`src/rtl/irq_ctrl_pkg.sv`:
```
// Shared register map, bit positions and address decode for the interrupt controller.
package irq_ctrl_pkg;

  // Register byte offsets
  localparam int unsigned REG_CTRL      = 32'h00;
  localparam int unsigned REG_ENABLE    = 32'h04;
  localparam int unsigned REG_MODE      = 32'h08;
  localparam int unsigned REG_PENDING   = 32'h0C;
  localparam int unsigned REG_RAW       = 32'h10;
  localparam int unsigned REG_CLAIM     = 32'h14;
  localparam int unsigned REG_COMPLETE  = 32'h18;
  localparam int unsigned REG_SWTRIG    = 32'h1C;
  localparam int unsigned REG_INSERVICE = 32'h20;

  // Bit positions inside registers
  localparam int unsigned CTRL_EN_BIT     = 0;
  localparam int unsigned CLAIM_VALID_BIT = 31;

  // One-hot-free register selector produced by the address decoder
  typedef enum logic [3:0] {
    SEL_CTRL,
    SEL_ENABLE,
    SEL_MODE,
    SEL_PENDING,
    SEL_RAW,
    SEL_CLAIM,
    SEL_COMPLETE,
    SEL_SWTRIG,
    SEL_INSERVICE,
    SEL_NONE
  } reg_sel_e;

  // Map a zero-extended register address onto a selector; unmapped -> SEL_NONE
  function automatic reg_sel_e decode_addr(input logic [31:0] addr);
    reg_sel_e sel;
    case (addr)
      REG_CTRL:      sel = SEL_CTRL;
      REG_ENABLE:    sel = SEL_ENABLE;
      REG_MODE:      sel = SEL_MODE;
      REG_PENDING:   sel = SEL_PENDING;
      REG_RAW:       sel = SEL_RAW;
      REG_CLAIM:     sel = SEL_CLAIM;
      REG_COMPLETE:  sel = SEL_COMPLETE;
      REG_SWTRIG:    sel = SEL_SWTRIG;
      REG_INSERVICE: sel = SEL_INSERVICE;
      default:       sel = SEL_NONE;
    endcase
    return sel;
  endfunction

endpackage

```
`src/rtl/irq_ctrl_prio_enc.sv`:
```
// Fixed-priority find-first-set: lowest set index wins, purely combinational.
module irq_prio_enc #(
  parameter  int unsigned WIDTH = 8,
  localparam int unsigned ID_W  = (WIDTH > 1) ? $clog2(WIDTH) : 1
) (
  input  logic [WIDTH-1:0] vec,
  output logic             any_c,
  output logic [ID_W-1:0]  id_c
);

  // Scan from the top down so the lowest set index is the last to overwrite id_c
  always_comb begin
    any_c = 1'b0;
    id_c  = '0;
    for (int i = int'(WIDTH) - 1; i >= 0; i--) begin
      if (vec[i]) begin
        any_c = 1'b1;
        id_c  = ID_W'(i);
      end
    end
  end

endmodule

```
`src/rtl/irq_ctrl.sv`:
```
// Interrupt controller: input synchronisers, edge/level pending capture, fixed-priority
// arbitration and a claim/complete handshake over a simple register bus.
module irq_ctrl
  import irq_ctrl_pkg::*;
#(
  parameter  int unsigned NUM_SRC     = 8,
  parameter  int unsigned SYNC_STAGES = 2,
  parameter  int unsigned ADDR_WIDTH  = 8,
  parameter  int unsigned DATA_WIDTH  = 32,
  localparam int unsigned ID_W        = $clog2(NUM_SRC)
) (
  input  logic                  clk,
  input  logic                  rst_n,
  input  logic [NUM_SRC-1:0]    irq_src,
  output logic                  irq_out,
  output logic [ID_W-1:0]       irq_id,
  input  logic                  reg_wr,
  input  logic                  reg_rd,
  input  logic [ADDR_WIDTH-1:0] reg_addr,
  input  logic [DATA_WIDTH-1:0] reg_wdata,
  output logic [DATA_WIDTH-1:0] reg_rdata
);

  // State
  logic [NUM_SRC-1:0] sync_q [SYNC_STAGES];
  logic [NUM_SRC-1:0] hist_q;
  logic [NUM_SRC-1:0] pend_q;
  logic [NUM_SRC-1:0] ins_q;
  logic [NUM_SRC-1:0] enable_q;
  logic [NUM_SRC-1:0] mode_q;
  logic               ctrl_en_q;

  // Combinational helpers
  reg_sel_e           sel_c;
  logic [NUM_SRC-1:0] synced_c;
  logic [NUM_SRC-1:0] rise_c;
  logic [NUM_SRC-1:0] pending_c;
  logic [NUM_SRC-1:0] eligible_c;
  logic               elig_any_c;
  logic [ID_W-1:0]    elig_id_c;
  logic               claim_valid_c;
  logic               claim_fire_c;
  logic [NUM_SRC-1:0] claim_mask_c;
  logic [ID_W-1:0]    cmp_id_c;
  logic [NUM_SRC-1:0] cmp_mask_c;
  logic [NUM_SRC-1:0] wdata_src_c;
  logic [NUM_SRC-1:0] pend_set_c;
  logic [NUM_SRC-1:0] pend_clr_c;
  logic               wr_ctrl_c;
  logic               wr_enable_c;
  logic               wr_mode_c;
  logic               wr_pending_c;
  logic               wr_complete_c;
  logic               wr_swtrig_c;
  logic               unused_wdata;

  // Only the low bits of write data carry per-source meaning
  assign unused_wdata = ^reg_wdata;

  // Address decode and write strobes
  assign sel_c         = decode_addr(32'(reg_addr));
  assign wr_ctrl_c     = reg_wr & (sel_c == SEL_CTRL);
  assign wr_enable_c   = reg_wr & (sel_c == SEL_ENABLE);
  assign wr_mode_c     = reg_wr & (sel_c == SEL_MODE);
  assign wr_pending_c  = reg_wr & (sel_c == SEL_PENDING);
  assign wr_complete_c = reg_wr & (sel_c == SEL_COMPLETE);
  assign wr_swtrig_c   = reg_wr & (sel_c == SEL_SWTRIG);
  assign wdata_src_c   = reg_wdata[NUM_SRC-1:0];

  // Input synchroniser chain; the last stage is the synced view of the sources
  always_ff @(posedge clk) begin
    if (!rst_n) begin
      for (int s = 0; s < int'(SYNC_STAGES); s++) begin
        sync_q[s] <= '0;
      end
    end else begin
      sync_q[0] <= irq_src;
      for (int s = 1; s < int'(SYNC_STAGES); s++) begin
        sync_q[s] <= sync_q[s-1];
      end
    end
  end

  assign synced_c = sync_q[SYNC_STAGES-1];

  // Edge history runs regardless of MODE so switching to edge mode never fakes an edge
  assign rise_c     = synced_c & ~hist_q;
  assign pending_c  = pend_q | (~mode_q & synced_c);
  assign eligible_c = pending_c & enable_q & ~ins_q;

  irq_prio_enc #(
    .WIDTH (NUM_SRC)
  ) u_prio (
    .vec   (eligible_c),
    .any_c (elig_any_c),
    .id_c  (elig_id_c)
  );

  // Claim takes the current winner; it only fires on a qualified read with a valid winner
  assign claim_valid_c = elig_any_c & ctrl_en_q;
  assign claim_fire_c  = reg_rd & (sel_c == SEL_CLAIM) & claim_valid_c;
  assign claim_mask_c  = claim_fire_c ? (NUM_SRC'(1) << elig_id_c) : '0;

  // Complete clears one in-service bit; out-of-range ids do nothing
  assign cmp_id_c   = reg_wdata[ID_W-1:0];
  assign cmp_mask_c = (wr_complete_c && (32'(cmp_id_c) < NUM_SRC)) ?
                      (NUM_SRC'(1) << cmp_id_c) : '0;

  // Set sources always beat clear sources on the same bit
  assign pend_set_c = (rise_c & mode_q) | (wr_swtrig_c ? wdata_src_c : '0);
  assign pend_clr_c = (wr_pending_c ? wdata_src_c : '0) | claim_mask_c;

  // Configuration, pending and in-service state
  always_ff @(posedge clk) begin
    if (!rst_n) begin
      hist_q    <= '0;
      pend_q    <= '0;
      ins_q     <= '0;
      enable_q  <= '0;
      mode_q    <= '0;
      ctrl_en_q <= 1'b0;
    end else begin
      hist_q <= synced_c;
      pend_q <= (pend_q & ~pend_clr_c) | pend_set_c;
      ins_q  <= (ins_q & ~cmp_mask_c) | claim_mask_c;
      if (wr_ctrl_c) begin
        ctrl_en_q <= reg_wdata[CTRL_EN_BIT];
      end
      if (wr_enable_c) begin
        enable_q <= wdata_src_c;
      end
      if (wr_mode_c) begin
        mode_q <= wdata_src_c;
      end
    end
  end

  // Registered CPU interrupt and winning ID
  always_ff @(posedge clk) begin
    if (!rst_n) begin
      irq_out <= 1'b0;
      irq_id  <= '0;
    end else begin
      irq_out <= ctrl_en_q & elig_any_c;
      irq_id  <= elig_any_c ? elig_id_c : '0;
    end
  end

  // Read mux; write-only and unmapped addresses return zero
  always_comb begin
    reg_rdata = '0;
    case (sel_c)
      SEL_CTRL:      reg_rdata[CTRL_EN_BIT] = ctrl_en_q;
      SEL_ENABLE:    reg_rdata = DATA_WIDTH'(enable_q);
      SEL_MODE:      reg_rdata = DATA_WIDTH'(mode_q);
      SEL_PENDING:   reg_rdata = DATA_WIDTH'(pending_c);
      SEL_RAW:       reg_rdata = DATA_WIDTH'(synced_c);
      SEL_INSERVICE: reg_rdata = DATA_WIDTH'(ins_q);
      SEL_CLAIM: begin
        if (claim_valid_c) begin
          reg_rdata[CLAIM_VALID_BIT] = 1'b1;
          reg_rdata[ID_W-1:0]        = elig_id_c;
        end
      end
      default: reg_rdata = '0;
    endcase
  end

endmodule

```
`config.mk`:
```
export PLATFORM = sky130hd
export DESIGN_NAME = irq_ctrl
export DESIGN_NICKNAME = d
export VERILOG_FILES = /design/src/rtl/irq_ctrl_pkg.sv /design/src/rtl/irq_ctrl_prio_enc.sv /design/src/rtl/irq_ctrl.sv
export SDC_FILE = /design/constraint.sdc
export NUM_CORES = 1
export LEC_CHECK = 0
export CORE_MARGIN = 3
export CORE_UTILIZATION = 38
export CTS_CLUSTER_DIAMETER = 60
export DETAILED_ROUTE_END_ITERATION = 7
export GPL_TIMING_DRIVEN = 0
export HOLD_SLACK_MARGIN = 0.15
export PLACE_DENSITY = 0.78
export SYNTH_ARGS = -nofsm -noshare
export SYNTH_HDL_FRONTEND = slang
export SYNTH_SLANG_ARGS = --single-unit
```
`constraint.sdc`:
```
create_clock -name clk -period 7.5 [get_ports clk]
set_input_delay 1.5 -clock clk [delete_from_list [all_inputs] [get_ports clk]]
set_output_delay 1.5 -clock clk [all_outputs]
set_load 0.02 [all_outputs]
```
; ---- Yosys cells after proc, flatten, opt, wreduce, memory -nomap -nowiden
; Memory sizes are Yosys's and may differ from the RTL's.
; Index checks and enable logic that the tools add are counted.
[totals]
ram_bits = 16
out_inout_bits = 36
register_bits = 45
in_bits = 52
latch_bits = 0
memories = 1
rom_bits = 0
[classes]
multipliers = 0
shift = 2
n_div = 0
eq_ne = 16
n_lt_le_gt_ge = 0
add_sub_neg = 0
n_mux = 31
reduce_logical = 3
bitwise_logic = 28
[memory_table]
columns = memory, depth, word_bits, read_ports, rd_ports_with_merged_regs, wr, line
row1 = sync_q, 2, 8, 2, 0, 2, irq_ctrl.sv:25  ; logic [NUM_SRC-1:0] sync_q [SYNC_STAGES];
[ops]
columns = cell, n
row1 = $and A8 B8 Y8, 7
row2 = $mux W8, 6
row3 = $not A8 Y8, 5
row4 = $or A8 B8 Y8, 5
row5 = $pmux W4 S9, 1
row6 = $eq A8 B5 Y1 const B, 4
row7 = $mux W3, 9
row8 = $pmux W5 S5, 1
row9 = $eq A4 B3 Y1 const B, 4
row10 = $eq A8 B4 Y1 const B, 2
row11 = $shl A1 B3 Y8 const A, 2
row12 = $mux W1, 12
row13 = $pmux W2 S6, 1
row14 = $and A1 B1 Y1, 9
row15 = $eq A4 B2 Y1 const B, 2
row16 = $eq A8 B3 Y1 const B, 1
row17 = $eq A8 B6 Y1 const B, 1
row18 = $logic_not A8 Y1, 1
row19 = $pmux W1 S7, 1
row20 = $eq A4 B1 Y1 const B, 1
row21 = $eq A4 B4 Y1 const B, 1
row22 = $logic_not A4 Y1, 1
row23 = $or A1 B1 Y1, 2
row24 = $reduce_and A2 Y1, 1

; ---- Depth between registers and ports, before layout
[logic_depth]
word_depth = 20
ltp_mapped = 8
ltp_nobuf = 6

; ---- Hierarchy
; Synthesis repeated with hierarchy kept, for this count alone.
[hier_totals]
hier_cells = 363
hier_area_um2 = 3234.4
[by_module_without_submodules]
columns = module, area_per_inst_um2, cells_each, seq_area_each_um2, instances
row1 = irq_ctrl, 3154.3, 350, 1221.2, 1
row2 = irq_prio_enc, 80.1, 13, 0.0, 1

; ---- Worst setup path after synthesis
; No wires, ideal clock.
[synth_timing]
kind = in2out
start = in reg_addr[7]
end = out reg_rdata[1]
setup_slack_ns = 2.725
path_stages = 7
arrival_time_ns = 3.275
cell_sequence = or4_4 > buf_6 > or3_4 > nor3b_4 > a221o_1 > a221oi_1 > o21ai_0
[synth_between]
elab_chain_len = 4
[synth_lines]
columns = item, line
row1 = start: declaration, irq_ctrl.sv:19  ; input logic [ADDR_WIDTH-1:0] reg_addr,
row2 = $eq A8 B6 Y1 (tied with other cells), irq_ctrl_pkg.sv:36  ; case (addr)
row3 = $pmux W4 S9 *, irq_ctrl_pkg.sv:36
row4 = $eq A4 B3 Y1 (tied with other cells), irq_ctrl.sv:152  ; case (sel_c)
row5 = $pmux W2 S6 *, irq_ctrl.sv:152
row6 = end: declaration, irq_ctrl.sv:21  ; output logic [DATA_WIDTH-1:0] reg_rdata
; Mark *: on every way between the ends. The rest lies on a longest branch, timed or not.

; ---- Worst setup path after layout
[layout_timing]
start = in reg_addr[7]
end = out reg_rdata[0]
[layout_between]
elab_chain_len = 4
[layout_lines]
columns = item, line
row1 = $eq A8 B6 Y1 (tied with other cells), irq_ctrl_pkg.sv:36
row2 = $pmux W4 S9 *, irq_ctrl_pkg.sv:36
row3 = $eq A4 B3 Y1 (tied with other cells), irq_ctrl.sv:152
row4 = $pmux W1 S7 *, irq_ctrl.sv:152
; Marked as above.

==> results.ini <==
[run_status]
outcome=completed

[critical_path]
critical_path_class=input port to primary output
crit_fanout=8
rrSetupSlack_ps=5100
crit_chain=clkdlybuf4s50_1 > or4_4 > buf_6 > or3_4 > nor3b_4 > o21ai_0 > and3_1 > o31ai_1 > clkdlybuf4s50_1
cp-start-kind=input port
crit_top_cell=clkdlybuf4s50_1
critical_path.reg2reg.endpoint=pend_q[7]
critPathBufInv=3
cpLargestDelayFamily=simple AND/OR/NAND/NOR gates
r2r_start=sync_q[0][8]
crit_required_ps=6000
cp_slowest_cell=clkdlybuf4s50_1
cp-end-kind=primary output
slowest_delay_ps=680
reg2reg_depth=6
crit_arrival_ps=4530

[power_and_ir_drop]
p_leak_nw=1.49
p_switching_w=0.000171
power_frac_comb_pct=8.5
p_per_area_nw_per_um2=184
swShare_pct=24.2
seq_power_share_pct=46.9
clkPwrFrac_pct=44.6
internal_power_w=0.000536
peakVddDrop_mv=0.0820

[global_route]
track_usage_pct=20.4
busiest_layer=met2
grt_pass1_wl_um=13800
grt_max_degree=11
antenna_found_initial=0
grt_util_met3_pct=4.77
grt_pass1_vias=2702
grt-ovfl-total=0
gr-usage-met2_pct=32.9
met1_usage_pct=26.0

[hold_path]
min_path_type=flop to flop
whs_path_depth=1
hp-start=sync_q[0][2]
worstHoldEndpoint=sync_q[0][10]

[floorplan]
start_util_pct=39.4
die_y_um=95.7
die-area_um2=9170
die_w_um=95.7
io_pins=88
rows=32
coreArea_um2=7770

[clocking]
cts_buffer_depth=2
cts_hold_buf=0
clock-root-buffer=clkbuf_8
path_clk_slew_ps=70
htreeDepth=3
cts_inserted_buffers=9
clkLatencyLatePin_ps=360
cts-resized-gates=0
cts_tree=yes
postCtsSetupBuffers=0
cts.sinks=61

[synth]
synth_edf_count=0
yosysWarnings=0
syn-cell-area_um2=3060
async_flop_share_pct=0
synth_xor_area_share_pct=0
synthAdderAreaFrac_pct=0
synth_top_family_by_area=simple AND/OR/NAND/NOR gates
synth.distinct_cells=53
synthMuxAreaShare_pct=0.327
syn_area_per_cell_um2=8.14
yosys.area_share.simple_pct=32.7
synthFlopType=dfxtp_1
synth_compound_area_share_pct=17.4
synth_seq_cells=61
ys_seq_area_share_pct=39.9
synth_cells=376

[sta]
hold_viol=0
slew_violations=0
min_period_ps=6030
setup_viol_count_final=0
timing.fmax_ghz=0.166
finalCritPeriodShare_pct=80.5
fin_ws_ps=1470
max_slew_margin_pct=47.9
rsz0062_at_grt=no
skew_ps=9.70
tns_ps=0
tightestPinTransition_ps=781

[flow_run]
cap_violations=0

[final_layout]
antennaDiodeCount=0
final_layout_size_suffix_gt1_share_pct=12.9
area_growth_pct=25.6
final_common_cell=dfxtp_1
nets=497
final_cell_mix=61 x dfxtp_1, 51 x nand2_1, 37 x a21oi_1
fillers=765

[routing]
drc=0
wirelength_um=8940
vias_per_cell=5.34
drt_pass1_iterations=6
drtIter0Drc=310
wl_per_cell_um=16.2
vias=2949
ant_nets=0

[place]
port_buffers=36
hpwlAfterDp_um=6270
pre_cts_slack_ps=1460
place_congestion=0.919

==> per-layer routing <==
| metal | vias to the layer above | share of wire (%) |
|---|---|---|
| met5 | - | 0 |
| met4 | 0 | 2.6 |
| met3 | 21 | 9.9 |
| met2 | 165 | 47 |
| met1 | 1360 | 41 |
| li1 | 1403 | - |
==> cells in the mapped netlist (all sizes together) (8+ instances only) <==
cell type  number  share of area [%]
a21oi          37                6.1
and2           27                5.5
buf            28                7.0
clkbuf         12                1.5
dfxtp          61                 40
nand2          51                6.3
nand3          28                4.6
nor2           24                3.2
nor2b          16                3.3
nor3            8                2.0
o21ai          21                3.4
==> sequential cells by signal (all words and copies together), names as in the netlist <==
name       count
pend_q         8
enable_q       8
mode_q         8
ins_q          8
hist_q         8
sync_q        16
irq_out        1
ctrl_en_q      1
irq_id         3
==> cells by family after synthesis <==
group | count (synthesis)
AND/OR/NAND/NOR | 182
AO/OA/AOI/OAI | 86
flip-flops | 61
buffers and inverters | 45
multiplexers | 1
other | 1
==> final cells by class <==
| class | instances | area, um2 | area share [%] |
|---|---|---|---|
| plain buffers | 42 | 282 | 7.33 |
| well taps | 102 | 128 | 3.32 |
| inverters | 3 | 11.3 | 0.293 |
| clock inverters | 3 | 42.5 | 1.11 |
| repair buffers | 36 | 360 | 9.38 |
| clock buffers | 13 | 169 | 4.40 |
| multi-input cells | 292 | 1630 | 42.4 |
| flip-flops and latches | 61 | 1220 | 31.8 |
==> through the flow <==
step / utilization [%] / instance area [um2] / hold slack, ps / total power, W / std cells
after floorplan: - / 3140 / 412 / 0.000375 / 398
after global placement: 46.7 / 3630 / 414 / 0.000397 / 536
after detailed placement: 46.7 / 3630 / 420 / 0.000398 / 536
after CTS: 49.5 / 3840 / 437 / 0.000708 / 552
after global routing: 49.5 / 3840 / 456 / 0.000728 / 552
final: 49.5 / 3840 / 437 / 0.000707 / 552
==> power groups by stage <==
stage / logic, W / registers, W / clock network (W)
after floorplan: 0.0000370 / 0.000338 / 0
after global placement: 0.0000586 / 0.000339 / 0
after detailed placement: 0.0000591 / 0.000339 / 0
after CTS: 0.0000593 / 0.000331 / 0.000317
after global routing: 0.0000649 / 0.000332 / 0.000331
final: 0.0000599 / 0.000331 / 0.000316
==> worst max path at each step <==
stage,start,to,slack (ps),depth (start not counted)
after CTS,reg_addr[7],reg_rdata[0],1450,9
after global placement,reg_addr[7],reg_rdata[0],1480,9
after floorplan,reg_addr[7],reg_rdata[1],2730,7
after global routing,reg_addr[7],reg_rdata[0],1400,9
after detailed placement,reg_addr[7],reg_rdata[0],1460,9
final,reg_addr[7],reg_rdata[0],1470,9
(Power assumes the default switching activity.)
